--- src/rtl/serial_adder_if.sv ---
// serial_adder_if
// Groups the operand request and result signals of the bit-serial adder.
//   i_start / i_a / i_b / i_cin : request a new addition and its operands
//   o_busy / o_done             : activity flag and one-cycle result strobe
//   o_sum / o_cout              : parallel result, held until the next accepted start
//   o_bit_valid / o_sum_bit     : serial sum stream, LSB first, one bit per RUN cycle
// The master modport belongs to whoever issues requests; the adder uses slave.
interface serial_adder_if #(
    parameter int WIDTH = 8
);
    logic             i_start;
    logic [WIDTH-1:0] i_a;
    logic [WIDTH-1:0] i_b;
    logic             i_cin;
    logic             o_busy;
    logic             o_done;
    logic [WIDTH-1:0] o_sum;
    logic             o_cout;
    logic             o_bit_valid;
    logic             o_sum_bit;

    modport master (
        output i_start, i_a, i_b, i_cin,
        input  o_busy, o_done, o_sum, o_cout, o_bit_valid, o_sum_bit
    );

    modport slave (
        input  i_start, i_a, i_b, i_cin,
        output o_busy, o_done, o_sum, o_cout, o_bit_valid, o_sum_bit
    );
endinterface

--- src/rtl/serial_adder.sv ---
// serial_adder
// Bit-serial adder around a single full-adder cell. Operands are loaded on an
// accepted start, walked LSB first through the cell one bit per clock with the
// carry registered and fed back, and the sum bits are collected into a parallel
// result together with the final carry.
//   i_clk : clock, rising edge
//   i_rst : asynchronous, active-high reset
//   bus   : serial_adder_if slave (request, operands, results, serial stream)
//
// state  | meaning
// -------+-------------------------------------------------------------
// S_IDLE | waiting for i_start; previous result held on o_sum/o_cout
// S_RUN  | one operand bit per cycle through the full-adder cell
// S_DONE | result valid, o_done high for this single cycle
module serial_adder #(
    parameter int WIDTH = 8
) (
    input  logic          i_clk,
    input  logic          i_rst,
    serial_adder_if.slave bus
);
    localparam int            CW   = (WIDTH > 1) ? $clog2(WIDTH) : 1;
    localparam logic [CW-1:0] LAST = CW'(WIDTH - 1);

    typedef enum logic [1:0] {
        S_IDLE = 2'd0,
        S_RUN  = 2'd1,
        S_DONE = 2'd2
    } state_t;

    state_t           state;
    state_t           state_nxt;
    logic [WIDTH-1:0] a_sr;
    logic [WIDTH-1:0] b_sr;
    logic [WIDTH-1:0] sum_r;
    logic [WIDTH-1:0] sum_shift;
    logic             carry_r;
    logic             cout_r;
    logic [CW-1:0]    cnt;
    logic             fa_a;
    logic             fa_b;
    logic             fa_s;
    logic             fa_co;
    logic             load;
    logic             run;
    logic             last;

    // Full-adder cell
    assign fa_a  = a_sr[0];
    assign fa_b  = b_sr[0];
    assign fa_s  = fa_a ^ fa_b ^ carry_r;
    assign fa_co = (fa_a & fa_b) | ((fa_a ^ fa_b) & carry_r);

    // New sum bit enters from the MSB side so that after WIDTH shifts the
    // first (LSB) bit has reached position 0.
    generate
        if (WIDTH > 1) begin : g_shift_wide
            assign sum_shift = {fa_s, sum_r[WIDTH-1:1]};
        end else begin : g_shift_one
            assign sum_shift = fa_s;
        end
    endgenerate

    always_ff @(posedge i_clk or posedge i_rst) begin
        if (i_rst) begin
            state <= S_IDLE;
        end else begin
            state <= state_nxt;
        end
    end

    always_comb begin
        state_nxt = state;
        load      = 1'b0;
        run       = 1'b0;
        last      = 1'b0;
        case (state)
            S_IDLE: begin
                if (bus.i_start) begin
                    load      = 1'b1;
                    state_nxt = S_RUN;
                end
            end
            S_RUN: begin
                run = 1'b1;
                if (cnt == LAST) begin
                    last      = 1'b1;
                    state_nxt = S_DONE;
                end
            end
            S_DONE: begin
                state_nxt = S_IDLE;
            end
            default: begin
                state_nxt = S_IDLE;
            end
        endcase
    end

    always_ff @(posedge i_clk or posedge i_rst) begin
        if (i_rst) begin
            a_sr    <= '0;
            b_sr    <= '0;
            sum_r   <= '0;
            carry_r <= 1'b0;
            cout_r  <= 1'b0;
            cnt     <= '0;
        end else if (load) begin
            a_sr    <= bus.i_a;
            b_sr    <= bus.i_b;
            carry_r <= bus.i_cin;
            sum_r   <= '0;
            cout_r  <= 1'b0;
            cnt     <= '0;
        end else if (run) begin
            a_sr    <= a_sr >> 1;
            b_sr    <= b_sr >> 1;
            sum_r   <= sum_shift;
            carry_r <= fa_co;
            cnt     <= cnt + CW'(1);
            if (last) begin
                cout_r <= fa_co;
            end
        end
    end

    assign bus.o_busy      = (state != S_IDLE);
    assign bus.o_done      = (state == S_DONE);
    assign bus.o_sum       = sum_r;
    assign bus.o_cout      = cout_r;
    assign bus.o_bit_valid = (state == S_RUN);
    assign bus.o_sum_bit   = (state == S_RUN) ? fa_s : 1'b0;
endmodule
--- src/flat_wrapper.sv ---
// flat-port wrapper written by rule: the top's interface ports become plain ports
module serial_adder_flat 
#(
    parameter int WIDTH = 8
)
  (i_clk, i_rst, bus_i_start, bus_i_a, bus_i_b, bus_i_cin, bus_o_busy, bus_o_done, bus_o_sum, bus_o_cout, bus_o_bit_valid, bus_o_sum_bit);
  serial_adder_if #(.WIDTH(WIDTH)) bus_i ();
  input  logic i_clk;
  input  logic i_rst;
  input wire logic [$bits(bus_i.i_start)-1:0] bus_i_start;
  input wire logic [$bits(bus_i.i_a)-1:0] bus_i_a;
  input wire logic [$bits(bus_i.i_b)-1:0] bus_i_b;
  input wire logic [$bits(bus_i.i_cin)-1:0] bus_i_cin;
  output wire logic [$bits(bus_i.o_busy)-1:0] bus_o_busy;
  output wire logic [$bits(bus_i.o_done)-1:0] bus_o_done;
  output wire logic [$bits(bus_i.o_sum)-1:0] bus_o_sum;
  output wire logic [$bits(bus_i.o_cout)-1:0] bus_o_cout;
  output wire logic [$bits(bus_i.o_bit_valid)-1:0] bus_o_bit_valid;
  output wire logic [$bits(bus_i.o_sum_bit)-1:0] bus_o_sum_bit;
  assign bus_i.i_start = bus_i_start;
  assign bus_i.i_a = bus_i_a;
  assign bus_i.i_b = bus_i_b;
  assign bus_i.i_cin = bus_i_cin;
  assign bus_o_busy = bus_i.o_busy;
  assign bus_o_done = bus_i.o_done;
  assign bus_o_sum = bus_i.o_sum;
  assign bus_o_cout = bus_i.o_cout;
  assign bus_o_bit_valid = bus_i.o_bit_valid;
  assign bus_o_sum_bit = bus_i.o_sum_bit;
  serial_adder #(.WIDTH(WIDTH)) u_core (.i_clk(i_clk), .i_rst(i_rst), .bus(bus_i));
endmodule
--- config.mk ---
export PLATFORM = sky130hd
export DESIGN_NAME = serial_adder_flat
export DESIGN_NICKNAME = d
export VERILOG_FILES = /design/src/rtl/serial_adder_if.sv /design/src/rtl/serial_adder.sv /design/src/flat_wrapper.sv
export SDC_FILE = /design/constraint.sdc
export NUM_CORES = 1
export LEC_CHECK = 0
export BUFFER_PORTS_ARGS = -buffer_cell sky130_fd_sc_hd__buf_2
export CORE_MARGIN = 5
export CORE_UTILIZATION = 30
export CTS_CLUSTER_DIAMETER = 50
export DETAILED_ROUTE_END_ITERATION = 8
export PLACE_DENSITY = 0.56
export SKIP_CTS_REPAIR_TIMING = 1
export SLEW_MARGIN = 20
export SYNTH_ARGS = -nofsm -noshare
export SYNTH_HDL_FRONTEND = slang
export SYNTH_SLANG_ARGS = --single-unit
--- constraint.sdc ---
create_clock -name i_clk -period 1.5 [get_ports i_clk]
set_input_delay 0.075 -clock i_clk [delete_from_list [all_inputs] [get_ports i_clk]]
set_output_delay 0.075 -clock i_clk [all_outputs]
set_load 0.03 [all_outputs]
==> After elaboration in Yosys (flattened, before gate mapping) <==
Index checks and enable logic that the tools add are counted.
{ "totals": {"regBits": 31, "in_bits": 20, "out_inout_bits": 13, "elab_cells": 46} }
{ "op_classes": {"addsub": 1, "eq_ne": 5, "n_mux": 22, "bitwise": 5, "n_reduce_logical": 6} }
{ "op_table": {"columns": ["operator", "count"], "rows": [
  ["$mux W8", 6],
  ["$mux W1", 11],
  ["$mux W3", 2],
  ["$reduce_bool A2 Y1", 3],
  ["$mux W2", 2],
  ["$pmux W2 S2", 1],
  ["$reduce_and A2 Y1", 2],
  ["$add A3 B1 Y3 const B", 1],
  ["$eq A3 B3 Y1 const B", 1],
  ["$and A1 B1 Y1", 2],
  ["$eq A2 B1 Y1 const B", 1],
  ["$eq A2 B2 Y1 const B", 1],
  ["$logic_not A2 Y1", 1],
  ["$ne A2 B1 Y1 const B", 1],
  ["$ne A2 B2 Y1 const B", 1],
  ["$xor A1 B1 Y1", 2],
  ["$or A1 B1 Y1", 1]
]} }

==> Depth between registers and ports, before layout <==
Gate-level depths: netlist of the first run.
{ "depth": {"word_depth": 6, "mapped_depth": 5, "mapped_depth_nobuf": 4} }

==> Worst setup path before layout of the first run <==
OpenSTA, ideal clock, no wires.
{ "synth_path": {"path_kind": "reg-to-reg", "startpoint": "register u_core.b_sr[0]", "endpoint": "register u_core.sum_r[7], in the netlist u_core.bus.o_sum[7]", "setup_time_ns": 0.066, "arrival_ns": 1.437, "t_required_ns": 1.434, "setup_slack_ns": -0.003, "stages_incl_launch_ff": 5, "path_buffers": 0, "synth_period_minus_slack_ns": 1.503, "cell_sequence": "dfrtp_1 > inv_1 > fa_1 > nor2_1 > a21o_1"} }
{ "synth_between": {"elab_chain_cells": 4} }
{ "synth_rtl": {"columns": ["item", "line", "source"], "rows": [
  ["start: declaration", "serial_adder.sv:34", "logic [WIDTH-1:0] b_sr;"],
  ["start signal: assignment", "serial_adder.sv:110", "b_sr <= bus.i_b;"],
  ["start signal: assignment", "serial_adder.sv:117", "b_sr <= b_sr >> 1;"],
  ["$xor A1 B1 Y1 (2 in series)", "serial_adder.sv:51", "assign fa_s = fa_a ^ fa_b ^ carry_r;"],
  ["$mux W8", "serial_adder.sv:115", "end else if (run) begin"],
  ["$mux W8", "serial_adder.sv:108", "end else if (load) begin"],
  ["end signal: assignment", "serial_adder.sv:118", "sum_r <= sum_shift;"],
  ["end: declaration", "serial_adder.sv:35", "logic [WIDTH-1:0] sum_r;"]
]} }
Every way passes these cells. The select of a mux whose other input is x is not followed.
A chain may end at the register's enable or synchronous reset.

==> Worst setup path after layout of the first run <==
{ "layout_path": {"startpoint": "register u_core.carry_r", "endpoint": "output bus_o_sum_bit"} }
{ "layout_between": {"elab_chain_cells": 2} }
{ "layout_rtl": {"columns": ["item", "line", "source"], "rows": [
  ["start: declaration", "serial_adder.sv:37", "logic carry_r;"],
  ["start signal: assignment", "serial_adder.sv:111", "carry_r <= bus.i_cin;"],
  ["start signal: assignment", "serial_adder.sv:119", "carry_r <= fa_co;"],
  ["$xor A1 B1 Y1", "serial_adder.sv:51", null],
  ["$mux W1", "serial_adder.sv:132", "assign bus.o_sum_bit = (state == S_RUN) ? fa_s : 1'b0;"],
  ["end: declaration", "flat_wrapper.sv:19", "output wire logic [$bits(bus_i.o_sum_bit)-1:0] bus_o_sum_bit;"]
]} }
Every way passes these cells.

==> results of run 1 <==
[power by group]
group / total [mW] / switching (mW) / internal, mW
logic: 1.78 / 1.04 / 0.739
clock network: 0.719 / 0.301 / 0.418
registers: 1.49 / 0.274 / 1.22
[synthesized netlist by cell type (all sizes together)]
library cell / count / area, um2
a211oi: 2 / 20.0
a21o: 1 / 7.51
o21ai: 1 / 5.00
ha: 2 / 25.0
nor3: 18 / 90.1
a22o: 9 / 78.8
and3: 1 / 6.26
clkbuf: 1 / 3.75
o21bai: 1 / 11.3
o32ai: 1 / 8.76
a21oi: 8 / 40.0
nand2b: 4 / 25.0
dfrtp: 31 / 776
o22ai: 14 / 87.6
nor2: 11 / 41.3
o21ba: 1 / 10.0
a32oi: 2 / 17.5
o221ai: 1 / 8.76
o21a: 1 / 7.51
clkinv: 1 / 3.75
buf: 8 / 47.5
inv: 7 / 26.3
fa: 1 / 20.0
nand2: 7 / 26.3
[area by class of cell]
cell class | instances | area [um2]
fillers | 458 | 2700
flip-flops and latches | 31 | 778
multi-input cells | 86 | 539
repair buffers | 40 | 229
clock buffers | 8 | 100
well taps | 52 | 65.1
inverters | 8 | 33.8
[metal layers]
metal  GRT usage (%)  wire (um)  vias to the layer above
li1                -          -                      566
met5               0          0                        -
met1            14.4       1560                      569
met2            19.2       1540                       39
met3            3.89        226                        5
met4            2.80         27                        0
[through the flow]
step	utilization [%]	power (mW)	setup WS [ns]	setup TNS [ns]
2_1_floorplan	-	2.74	0.133	0
3_3_place_gp	36.3	3.14	0.196	0
3_5_place_dp	36.3	3.22	0.146	0
4_1_cts	38.6	3.96	-0.127	-0.246
5_1_grt	39.3	4.29	-0.0760	-0.141
6_report	39.3	3.99	-0.0141	-0.0141
[registers in the layout (all words and copies together) (netlist names)]
register / count
u_core.a_sr: 8
u_core.b_sr: 8
u_core.bus.o_sum: 8
u_core.cnt: 3
u_core.state: 2
u_core.bus.o_cout: 1
u_core.carry_r: 1
[worst max-delay path, cell delays in order, from the launching register on]
cell and delay [ns]:
dfrtp_1 0.35, inv_2 0.05, fa_1 0.48, nor2_2 0.14
buf_6 0.15
[worst max path at each step]
stage                     from                  end  slack (ns)
2_1_floorplan   u_core.b_sr[0]  u_core.bus.o_sum[7]        0.13
3_3_place_gp    u_core.b_sr[0]        bus_o_sum_bit        0.20
3_5_place_dp   u_core.state[0]       u_core.a_sr[0]        0.15
4_1_cts        u_core.state[0]      bus_o_bit_valid       -0.13
5_1_grt         u_core.b_sr[0]        bus_o_sum_bit       -0.08
6_report        u_core.carry_r        bus_o_sum_bit       -0.01
[placed cells by master (no fill, tap or decap), drive strengths merged, types with 2 or more instances in the layout]
master and instances:
dfrtp 31, clkbuf 8, nor3 18, a22o 9
a21oi 8, a211oi 2, o22ai 14, inv 6
nand2b 4, buf 39, nand2 7, nor2 11
a32oi 2, ha 2
[kinds of logic after synthesis]
family          after synthesis  share of synthesized area [%]
buf+inv                      17                           5.83
flops                        31                           55.7
simple gates                 41                           13.6
compound gates               42                           21.7
fa+ha+maj                     3                           3.23
==> run metrics, run 1 <==
post-route ant nets 0; post-synthesis register bit count 31; DP Area 1620 um2; Period Utilization, post-route 101%; first-pass GRT wire length 5660 um; Syn Nets 157; Num CTS Buffers 5; Overflow after GRT 0; Remaining DRCs 0; CP required 1.42 ns; # IOs 33; largest net degree at the start of global routing 32; hold slack 0.0636 ns; die area 6110 um2; Power Density 2290 nW/um2; Routability Congestion 0.754; Mapped Area 1390 um2; hold path startpoint bus_i_a[7]; worst-path fanout max 2; outcome finished, violations left; vias in the first global route 1246; critical path class flop to output port; total number of H-tree levels 2; fmax 660 MHz; Reg2Reg Capture Point u_core.a_sr[0]; Rows 24; TritonCTS clock tree yes; hold crit path type input port to flop; sequential share of the synthesized area 55.7%; slew of the pin with the lowest slew margin 0.586 ns; Die Span Y 78.2 um; Slew Limit Fails 0; area grow syn2layout 25.2%; Sink Count 31; Max VDD drop 0.000806 V; worst r2r src u_core.state[0]; Hold Path Sink u_core.a_sr[7]; reg2reg path depth 2; relative slew slack 60.9%; final setup margin -0.0141 ns; max_cap viols 0; worst hold path cell count 3; post-synthesis area per instance 10.4 um2; DR vias/cell 5.24; setup slack, reg-to-reg 0.18 ns; routed via count 1179; drt pass-1 iters 4; RSZ-0062 raised after global routing yes; Worst Skew 0.00700 ns; Worst Path Arrival 1.44 ns; worst skew pair latency 0.28 ns; Nets 195; Yosys warnings 0; Routed WL 3360 um; detailed placement HPWL 2390 um; port bufs 32; CTS Buffer Depth 2; proportion of layout cells with a drive suffix above 1 32.4%; Final Hold Fails 0; Core ar. 4440 um2; cell count after placement 215; Reg clk slew, reported paths 0.06 ns; initial antenna violation count 0; GRT Overall Usage 11.5%; root buf cell clkbuf_8; Layout Cells excl Fill 225; critical path capture point type output port; final setup fails 1; failing checks setup timing; LEAKAGE 0.830 nW; wire per inst 14.9 um; Finished Cell Area 1750 um2; min Tclk post-route 1.51 ns; die width 78.2 um; critical path launch point type flop; Inserted Diodes 0; Netlist cell types 26; Initial Utilization 31.4%; Syn Inst Count 134; DR iter-0 viols 65
No activity file was read; power rests on OpenSTA's default activity.
==> run 2, diff against run 1 <==
--- a/config.mk
+++ b/config.mk
@@ -6,13 +6,16 @@
 export NUM_CORES = 1
 export LEC_CHECK = 0
 export BUFFER_PORTS_ARGS = -buffer_cell sky130_fd_sc_hd__buf_2
+export CELL_PAD_IN_SITES_DETAIL_PLACEMENT = 0
+export CELL_PAD_IN_SITES_GLOBAL_PLACEMENT = 1
 export CORE_MARGIN = 5
 export CORE_UTILIZATION = 30
 export CTS_CLUSTER_DIAMETER = 50
 export DETAILED_ROUTE_END_ITERATION = 8
-export PLACE_DENSITY = 0.56
+export PLACE_DENSITY = 0.67
 export SKIP_CTS_REPAIR_TIMING = 1
 export SLEW_MARGIN = 20
 export SYNTH_ARGS = -nofsm -noshare
 export SYNTH_HDL_FRONTEND = slang
 export SYNTH_SLANG_ARGS = --single-unit
+export TNS_END_PERCENT = 5
==> run metrics, run 2 (same netlist as run 1, synthesis figures left out) <==
wire per inst 14.9 um (-0.23%); Die Span Y 78.2 um (unchanged); die area 6110 um2 (unchanged); Initial Utilization 31.4% (unchanged); DR iter-0 viols 36 (-45%); relative slew slack 62.5% (+1.6 points); post-layout util 39.3% (about the same); reg2reg path depth 2 (unchanged); vias in the first global route 1293 (+3.8%); hold slack 0.0668 ns (+0.00318 ns); Power Density 2250 nW/um2 (-1.7%); area grow syn2layout 25.3% (about the same); Slew Limit Fails 0 (unchanged); setup slack, reg-to-reg 0.21 ns (+0.03 ns); commonest cells after routing, fill and taps aside 31 x buf_2, 29 x dfrtp_1, 18 x nor3_1; Core ar. 4440 um2 (unchanged); first-pass GRT wire length 6040 um (+6.7%); worst r2r src u_core.state[0]; # IOs 33 (unchanged); final setup fails 1 (unchanged); Final Hold Fails 0 (unchanged); hold crit path type input port to flop; RSZ-0062 raised after global routing yes; post-route ant nets 0 (unchanged); Overflow after GRT 0 (unchanged); GRT Overall Usage 12.4% (+0.87 points); Max VDD drop 0.000873 V (+8.3%); Reg clk slew, reported paths 0.06 ns (about the same); Power Total 3.92 mW (-1.7%); root buf cell clkbuf_8; Hold Path Sink u_core.b_sr[7]; worst skew pair latency 0.27 ns (about the same); Post-Route Setup TNS -0.0176 ns (-0.00356 ns); routed via count 1178 (-0.085%); worst-path fanout max 2 (unchanged); Layout fillers 467 (+2.0%); slew of the pin with the lowest slew margin 0.562 ns (-0.0242 ns); storage element area 778 um2 (unchanged); Routed WL 3380 um (+0.66%); Period Utilization, post-route 101% (+0.24 points); Worst Path Arrival 1.44 ns (about the same); hold path startpoint bus_i_b[7]; DR vias/cell 5.19 (-0.97%); crit path max-delay cell type fa_1; Num CTS Buffers 5 (unchanged); Rows 24 (unchanged); Nets 197 (+1.0%); max_cap viols 0 (unchanged); Remaining DRCs 0 (unchanged); CTS Buffer Depth 2 (unchanged); worst hold path cell count 3 (unchanged); Reg2Reg Capture Point u_core.a_sr[0]; CP cell instances inv_2, fa_1, nor2_4, buf_6; outcome finished, violations left; CP required 1.42 ns (about the same); die width 78.2 um (unchanged); proportion of layout cells with a drive suffix above 1 32.6% (+0.20 points); most common cell after layout, fill and taps aside buf_2; min Tclk post-route 1.52 ns (+0.00356 ns); TritonCTS clock tree yes; total number of H-tree levels 2 (unchanged); area of the multi-input gates 544 um2 (+0.93%); LEAKAGE 0.832 nW (+0.31%); failing checks setup timing; port bufs 32 (unchanged); Routability Congestion 0.747 (-0.93%); detailed placement HPWL 2460 um (+3.1%); critical path launch point type flop; drt pass-1 iters 7 (+3); Sink Count 31 (unchanged); initial antenna violation count 0 (unchanged); Inserted Diodes 0 (unchanged); Worst Skew 0.00492 ns (-0.00207 ns); largest net degree at the start of global routing 32 (unchanged); fmax 659 MHz (-0.23%); Largest stage delay, worst path 0.51 ns (+0.03 ns); critical path class flop to output port; final setup margin -0.0176 ns (-0.00356 ns); critical path capture point type output port
run 2: cell types whose count changed in the layout (fill, tap and decap cells not counted):
cell / delta
buf_4: +2
clkbuf_1: +1
clkbuf_8: -2
clkinv_2: +1
nor2_2: -1
nor2_4: +1
run 2: worst max-delay path: cells and delay by family (launching register included):
kind	cells	cell delay, ns
buffers and inverters	2	0.19
DFF	1	0.37
adders and majority gates	1	0.51
and+or+nand+nor	1	0.11
run 2: metal layers:
| metal | part of all wire (%) | track usage (%) |
|---|---|---|
| met4 | 0.80 | 3.67 |
| met3 | 6.5 | 3.78 |
| met2 | 48 | 20.7 |
| met1 | 45 | 15.4 |
| met5 | 0 | 0 |
run 2: worst max-delay path by stage:
| stage | start | endpoint | slack, ns | cells after the start |
|---|---|---|---|---|
| floorplan | u_core.b_sr[0] | u_core.bus.o_sum[7] | 0.13 | 4 |
| global placement | u_core.b_sr[0] | bus_o_sum_bit | 0.20 | 4 |
| detailed placement | u_core.state[1] | u_core.a_sr[2] | 0.15 | 4 |
| CTS | u_core.state[1] | bus_o_bit_valid | -0.12 | 3 |
| global route | u_core.b_sr[0] | bus_o_sum_bit | -0.08 | 4 |
| finish | u_core.b_sr[0] | bus_o_sum_bit | -0.02 | 4 |
run 2: layout make-up:
type	instances	area share, %
repair buffers	42	14.0
multi-input cells	86	31.2
inverters	8	1.93
clock inverters	1	0.287
well taps	52	3.72
flip-flops and latches	31	44.6
clock buffers	7	4.37
run 2: stage by stage:
step,cells,cell area [um2],setup slack [ns]
6_report,227,1750,-0.0176
3_5_place_dp,215,1620,0.151
4_1_cts,223,1700,-0.118
5_1_grt,227,1750,-0.0803
3_3_place_gp,215,1620,0.195
2_1_floorplan,134,1400,0.133
run 2: report_power, final:
| part | switching (mW) | total, mW | internal, mW |
|---|---|---|---|
| Clock | 0.280 | 0.604 | 0.325 |
| Combinational | 1.07 | 1.83 | 0.764 |
| Sequential | 0.270 | 1.49 | 1.22 |
| Total | 1.62 | 3.92 | 2.31 |
